[src/rtl/seq_det_pkg.sv]
// seq_det_pkg: shared types and defaults for the serial pattern detector.
//   state_e       - detector FSM states (FILL, ARMED, HIT)
//   DEF_PATTERN_C - pattern loaded at reset ("101"), truncated/zero-extended
//                   by the user to MAX_LEN bits
//   DEF_LEN_C     - pattern length loaded at reset
//   len_w()       - width needed to hold a length value 0..max_len
package seq_det_pkg;

  typedef enum logic [1:0] {
    FILL  = 2'd0,  // window not yet full
    ARMED = 2'd1,  // window full, no match on the last bit
    HIT   = 2'd2   // match seen on the previous valid edge
  } state_e;

  localparam logic [31:0] DEF_PATTERN_C = 32'b101;
  localparam int          DEF_LEN_C     = 3;

  function automatic int len_w(input int max_len);
    return $clog2(max_len + 1);
  endfunction

endpackage

[src/rtl/seq_det_sat_cnt.sv]
// seq_det_sat_cnt: saturating up-counter with synchronous clear.
//   clk, reset - clock, asynchronous active-low reset
//   inc        - add one this edge (ignored once the counter is all ones)
//   clr        - synchronous clear; wins over a coincident inc
//   count      - current count
module seq_det_sat_cnt #(
  parameter int W = 16
) (
  input  logic         clk,
  input  logic         reset,
  input  logic         inc,
  input  logic         clr,
  output logic [W-1:0] count
);

  always_ff @(posedge clk or negedge reset) begin
    if (!reset) begin
      count <= '0;
    end else if (clr) begin
      count <= '0;
    end else if (inc && (count != '1)) begin
      count <= count + 1'b1;
    end
  end

endmodule

[src/rtl/seq_detector_param.sv]
// seq_detector_param: runtime-programmable serial bit-pattern detector.
// A sliding window of the last MAX_LEN valid bits is compared against a
// loadable pattern of 1..MAX_LEN bits. y is a one-cycle Moore pulse per
// match; match_count is a saturating count of matches.
//
// Ports:
//   clk, reset   - clock, asynchronous active-low reset
//   x, in_valid  - serial bit and its qualifier
//   cfg_load     - latch cfg_pattern / cfg_len / cfg_overlap this edge
//   cfg_pattern  - pattern, bit [len-1] is received first, bit [0] last
//   cfg_len      - pattern length (legal 1..MAX_LEN)
//   cfg_overlap  - 1: overlapping matches, 0: window restarts after a match
//   clr_count    - synchronous clear of match_count
//   y            - match flag (state == HIT)
//   match_count  - saturating number of matches
//   cfg_err      - one-cycle pulse when an illegal cfg_len is rejected
//   state_dbg    - current FSM state, for observation only
//
// Handshake: in_valid is a pure qualifier with no back-pressure; x is
// consumed on every rising edge where in_valid is high, except when a
// legal cfg_load is taken at the same edge, in which case the bit is dropped.
module seq_detector_param
  import seq_det_pkg::*;
#(
  parameter int                 MAX_LEN     = 8,
  parameter int                 CNT_W       = 16,
  parameter logic [MAX_LEN-1:0] DEF_PATTERN = MAX_LEN'(DEF_PATTERN_C),
  parameter int                 DEF_LEN     = DEF_LEN_C,
  localparam int                LEN_W       = len_w(MAX_LEN)
) (
  input  logic               clk,
  input  logic               reset,
  input  logic               x,
  input  logic               in_valid,
  input  logic               cfg_load,
  input  logic [MAX_LEN-1:0] cfg_pattern,
  input  logic [LEN_W-1:0]   cfg_len,
  input  logic               cfg_overlap,
  input  logic               clr_count,
  output logic               y,
  output logic [CNT_W-1:0]   match_count,
  output logic               cfg_err,
  output logic [1:0]         state_dbg
);

  state_e             state, state_n;
  logic [MAX_LEN-1:0] hist;
  logic [LEN_W-1:0]   fill;
  logic [MAX_LEN-1:0] pattern;
  logic [LEN_W-1:0]   len;
  logic               overlap;

  logic               cfg_ok;
  logic               take_bit;
  logic [MAX_LEN-1:0] hist_next;
  logic [LEN_W-1:0]   fill_next;
  logic [MAX_LEN-1:0] mask;
  logic               full_next;
  logic               match;

  assign cfg_ok    = cfg_load && (cfg_len != '0) && (cfg_len <= LEN_W'(MAX_LEN));
  // A legal config load takes priority and drops a coincident bit.
  assign take_bit  = in_valid && !cfg_ok;
  assign hist_next = {hist[MAX_LEN-2:0], x};
  assign fill_next = (fill < len) ? fill + 1'b1 : fill;
  assign full_next = (fill_next >= len);

  // Only the low len bits of the window take part in the compare, so
  // pattern bits above len are don't-cares.
  always_comb begin
    mask = '0;
    for (int i = 0; i < MAX_LEN; i++) begin
      mask[i] = (LEN_W'(i) < len);
    end
  end

  assign match = take_bit && full_next && (((hist_next ^ pattern) & mask) == '0);

  // ---------------------------------------------------------------------
  // FSM: state register
  // ---------------------------------------------------------------------
  always_ff @(posedge clk or negedge reset) begin
    if (!reset) begin
      state <= FILL;
    end else begin
      state <= state_n;
    end
  end

  // ---------------------------------------------------------------------
  // FSM: next state
  // The window fill level decides FILL vs ARMED, so a valid bit seen in
  // HIT is handled exactly like one seen in ARMED; in non-overlap mode
  // the window was cleared by the match and therefore lands in FILL.
  // ---------------------------------------------------------------------
  always_comb begin
    state_n = state;
    if (cfg_ok) begin
      state_n = FILL;
    end else if (take_bit) begin
      if (match) begin
        state_n = HIT;
      end else if (full_next) begin
        state_n = ARMED;
      end else begin
        state_n = FILL;
      end
    end else if (state == HIT) begin
      state_n = overlap ? ARMED : FILL;
    end
  end

  // ---------------------------------------------------------------------
  // FSM: outputs
  // ---------------------------------------------------------------------
  always_comb begin
    y         = (state == HIT);
    state_dbg = state;
  end

  // ---------------------------------------------------------------------
  // Window, fill level and configuration
  // ---------------------------------------------------------------------
  always_ff @(posedge clk or negedge reset) begin
    if (!reset) begin
      hist    <= '0;
      fill    <= '0;
      pattern <= DEF_PATTERN;
      len     <= LEN_W'(DEF_LEN);
      overlap <= 1'b1;
      cfg_err <= 1'b0;
    end else begin
      cfg_err <= cfg_load && !cfg_ok;
      if (cfg_ok) begin
        pattern <= cfg_pattern;
        len     <= cfg_len;
        overlap <= cfg_overlap;
        hist    <= '0;
        fill    <= '0;
      end else if (take_bit) begin
        if (match && !overlap) begin
          // The completing bit is not reused for the next match.
          hist <= '0;
          fill <= '0;
        end else begin
          hist <= hist_next;
          fill <= fill_next;
        end
      end
    end
  end

  // Every match is an entry into HIT, including HIT -> HIT.
  seq_det_sat_cnt #(
    .W (CNT_W)
  ) u_cnt (
    .clk   (clk),
    .reset (reset),
    .inc   (match),
    .clr   (clr_count),
    .count (match_count)
  );

endmodule

[config.mk]
export PLATFORM = sky130hd
export DESIGN_NAME = seq_detector_param
export DESIGN_NICKNAME = d
export VERILOG_FILES = /design/src/rtl/seq_det_pkg.sv /design/src/rtl/seq_det_sat_cnt.sv /design/src/rtl/seq_detector_param.sv
export SDC_FILE = /design/constraint.sdc
export NUM_CORES = 1
export LEC_CHECK = 0
export CORE_AREA = 2 2 99 77
export DETAILED_ROUTE_END_ITERATION = 10
export DIE_AREA = 0 0 101 79
export GPL_ROUTABILITY_DRIVEN = 1
export PLACE_DENSITY = 0.52
export RECOVER_POWER = 25
export SYNTH_ARGS = -nofsm -noshare
export SYNTH_HDL_FRONTEND = slang
export SYNTH_SLANG_ARGS = --single-unit
[constraint.sdc]
create_clock -name clk -period 4.17 [get_ports clk]
set_clock_uncertainty 0.15 [all_clocks]
set_input_delay 0.417 -clock clk [delete_from_list [all_inputs] [get_ports clk]]
set_output_delay 0.417 -clock clk [all_outputs]
set_load 0.02 [all_outputs]
==> results by stage <==
Global routing:
- The number of global-route vias before repair is 1,775.
- The aggregate global-route resource usage is 14.80%.
- The number of antenna violations at the first check in global routing is 0.
- Entering global routing, the biggest net connects 44 pins.
- The total global routing overflow is 0.
- The first global-routing pass estimated 9190 µm of wire.

Critical path:
- The top fanout value on the critical path is 18.
- The type of the setup path with the least slack is reg2reg.
- The signal arrival time at the worst endpoint is 3910 ps.
- The largest incremental delay on the critical path is 430 ps.
- In this run the register-to-register setup slack is 290 ps.
- The worst setup path is launched from a flop.
- Among all stages on the critical path, the largest delay is contributed by dfrtp_1.
- The critical path buffer and inverter count is 4.
- The signal on the critical path passes through inv_1 -> ha_1 -> or2_1 -> a21oi_1 -> a21oi_1 -> buf_4 -> nor2_1 -> xor2_1 -> ha_1 -> a2111oi_0 -> buf_4 -> nor4_4 -> buf_4 -> nand3_4 -> nor4_2 -> mux2_1.
- The critical path required time is 4200 ps.
- The most common cell type on the critical path is buf_4.
- The worst setup path is captured at a flop.
- Grouping stages by cell kind, the critical path spends the most delay in simple AND/OR/NAND/NOR gates.

Clock tree:
- The buffer levels on the longest clock path is 2.
- The clock transition at the registers of the reported paths is 90 ps.
- The clock tree from TritonCTS is yes.
- The number of buffers inserted during clock tree synthesis is 5.
- Counting every sink on the clock net gives 43.
- The maximum level of the CTS H-tree is 2.
- Hold repair after CTS inserted 0 buffers.
- The buffer type at the clock tree root is clkbuf_8.
- The clock reaches the later pin of the worst-skew pair after 300 ps.

Run status:
- The run finished, with violations left.
- The checks that failed: capacitance limit, slew limit.

Worst hold path:
- The worst hold-check path type is reg2reg.

Power and ir drop:
- The worst-case IR drop observed on VDD is 164.2 µV.
- In this run the power density over the cells is 432.1 nW/µm².
- The standby leakage power is 1.206 nW.

Floorplan:
- The initial cell density of the core is 33.72%.
- The initialized floorplan defines 27 standard-cell rows.
- The width of the chip is 101 µm.
- 39 I/O pins were placed.
- The vertical extent of the die is 79 µm.
- The area of the die is 7979 µm².
- The core region is 7094 µm².

Routing:
- The DRC violation total after the first TritonRoute iteration is 92.
- The first TritonRoute pass finished after 4 iterations.
- The total length of routed wires is 5531 µm.
- After detailed routing, the number of remaining DRC violations is 0.
- Dividing the detail-routed wire length by the instance count gives 15.20 µm.
- The detailed-route vias per instance is 5.217.
- The vias after detailed routing is 1,899.
- The count of antenna-violating nets left after detailed routing is 0.

Final layout:
- The synthesis-to-layout area growth is 25.73%.
- The number of antenna diodes in the final layout is 0.
- The final instance count without filler cells is 364.
- The number of fill cells in the layout is 703.
- The fraction of final layout cells sized beyond drive strength 1 is 10.11%.
- For this run, the post-layout net count is 304.

Placement:
- Port buffering added 38 buffers.
- Routability-driven placement finished with a final weighted congestion of 0.7533.
- Including well taps, the total number of placed cells is 354.
- The HPWL after detailed placement is 3951 µm.

STA:
- The normalized max-slew margin is -57.69%.
- Setup violations remaining at the end of the flow were counted as 0.
- Derived from the worst setup path, the maximum achievable clock frequency is 257.6 MHz.
- The final max-slew violation count is 44.
- For the finished layout, the period the worst path requires is 3883 ps.
- Setup repair after global routing left no endpoint under its margin.
- Adding up every negative setup slack in the final design gives 0 ps.
- Dividing the final minimum period by the clock period gives 93.11%.
- The final count of hold timing violations came to 0.
- The slew at the pin closest to its max-slew limit is 2365 ps.

Synth:
- The dominant cell type by area after synthesis is dfrtp_1.
- Sequential elements use 45.24% of the synthesized area.
- The number of warnings printed during yosys synthesis is 0.
- Ranked by total cell area, the synthesized netlist is headed by dfrtp_1, mux2_1, dfstp_2.
- Counting distinct cell types in the post-synthesis netlist gives 46.
- The number of nets handed over by synthesis was 262.
- The mean instance size in the synthesized netlist is 10.22 µm².
- The cell area that synthesis handed to floorplanning was 2392 µm².
- Synthesis produced 234 cells.
- After synthesis the netlist holds a flip-flop and latch count of 43.
- The synthesized design devotes to its leading area cell type 39.75% of total area.

Flow run:
- Max-cap violations in this run came to 1.
[stage by stage]
stage	utilization (%)	instance area (µm²)	power [mW]	hold WS, ps	setup slack, ps
2_1_floorplan	-	2392	0.7945	-28.59	627.5
3_3_place_gp	40.41	2867	0.9333	345.8	446.8
3_5_place_dp	40.41	2867	0.9331	356.9	329.9
4_1_cts	42.12	2988	1.294	160.6	270.1
5_1_grt	42.40	3008	1.384	395.8	44.79
6_report	42.40	3008	1.300	370.8	287.3
[timing repair]
item | 4_1_cts | 5_1_grt
gates resized for setup | 0 | 1
setup buffers | 0 | 2
endpoints found under the hold margin | 0 | 0
setup endpoints to repair | 0 | 2
[cell type report]
type	instances	area (µm²)	share of cell area (%)
timing repair buffer	44	419.2	13.94
tap	87	108.9	3.619
multi-input combinational	175	1247	41.47
clock buffer	6	82.58	2.745
inverter	7	28.78	0.9567
clock inverter	2	38.79	1.290
sequential	43	1082	35.98
[cells by family (layout without fill, tap and decap cells)]
family / Yosys count / in the layout / share of synthesized area (%)
AND/OR/NAND/NOR: 82 / 82 / 19.82
AO/OA/AOI/OAI: 58 / 58 / 16.21
flip-flops: 43 / 43 / 45.24
buffers and inverters: 16 / 59 / 3.033
multiplexers: 15 / 15 / 6.956
XOR/XNOR: 11 / 11 / 4.028
adder cells (fa/ha/maj): 9 / 9 / 4.707
[power breakdown]
part | leakage, nW | switching (mW) | internal (mW)
Combinational | 0.584 | 0.220 | 0.207
Sequential | 0.560 | 0.0514 | 0.469
Clock | 0.0618 | 0.156 | 0.197
Total | 1.21 | 0.427 | 0.873
[cells in the final DEF (no fill, tap or decap), drive strengths merged, types with 9 or more instances in the layout]
cell type       n
nor2           14
a21oi          16
dfrtp          38
clkdlybuf4s50  37
ha              9
mux2           13
a22o           11
nand3          11
o21ai          13
nand2          17
[per-layer routing]
layer  GRT usage, %  vias to the layer above  share of wire [%]
met3          2.817                        7                3.9
met4          4.595                        0                1.5
li1               -                      948                  -
met5              0                        -                  0
met2          19.40                       34                 41
met1          23.90                      910                 54
[registers in the layout (all words and copies together), names as in the netlist]
signal	flops
len	4
hist	7
state_dbg	2
pattern	8
overlap	1
u_cnt.count	16
cfg_err	1
fill	4
[cells in the mapped netlist, drive strengths merged]
library cell,instances
a22oi,1
nand2b,3
nand3,11
or2,1
ha,9
and4,1
or3,6
nand2,17
o21ai,13
o22ai,1
clkbuf,5
a31oi,1
xor2,3
buf,4
mux2i,2
o31ai,7
nor3,5
nor4,3
or3b,1
nor2b,5
a2111oi,1
o211ai,1
dfrtp,38
nand4,3
xnor2,8
nor2,14
o21a,2
inv,7
a22o,11
mux2,13
or4,8
a21oi,16
dfstp,5
o31a,1
a211oi,2
o311ai,1
and3,4
[worst paths after layout]
path                                        start                         end  cells past startpoint
min                        pattern[3]$_DFFE_PN0P_      pattern[3]$_DFFE_PN0P_                      1
max in group asynchronous                   reset      pattern[1]$_DFFE_PN0P_                      1
max                            len[2]$_DFFE_PN0P_  u_cnt.count[9]$_DFFE_PN0P_                     16
min reg2reg                pattern[3]$_DFFE_PN0P_      pattern[3]$_DFFE_PN0P_                      1
min in group asynchronous                   reset  u_cnt.count[3]$_DFFE_PN0P_                      1
max reg2reg                    len[2]$_DFFE_PN0P_  u_cnt.count[9]$_DFFE_PN0P_                     16
[worst reg2reg max path, cell delays in order, from the launching register on]
cell	delay, ps
dfrtp_1	430
inv_1	120
ha_1	290
or2_1	200
a21oi_1	140
a21oi_1	70
buf_4	160
nor2_1	140
xor2_1	280
ha_1	230
a2111oi_0	80
buf_4	160
nor4_4	250
buf_4	180
nand3_4	190
nor4_2	340
mux2_1	350
Note: power is estimated with default switching activity, not from simulation.
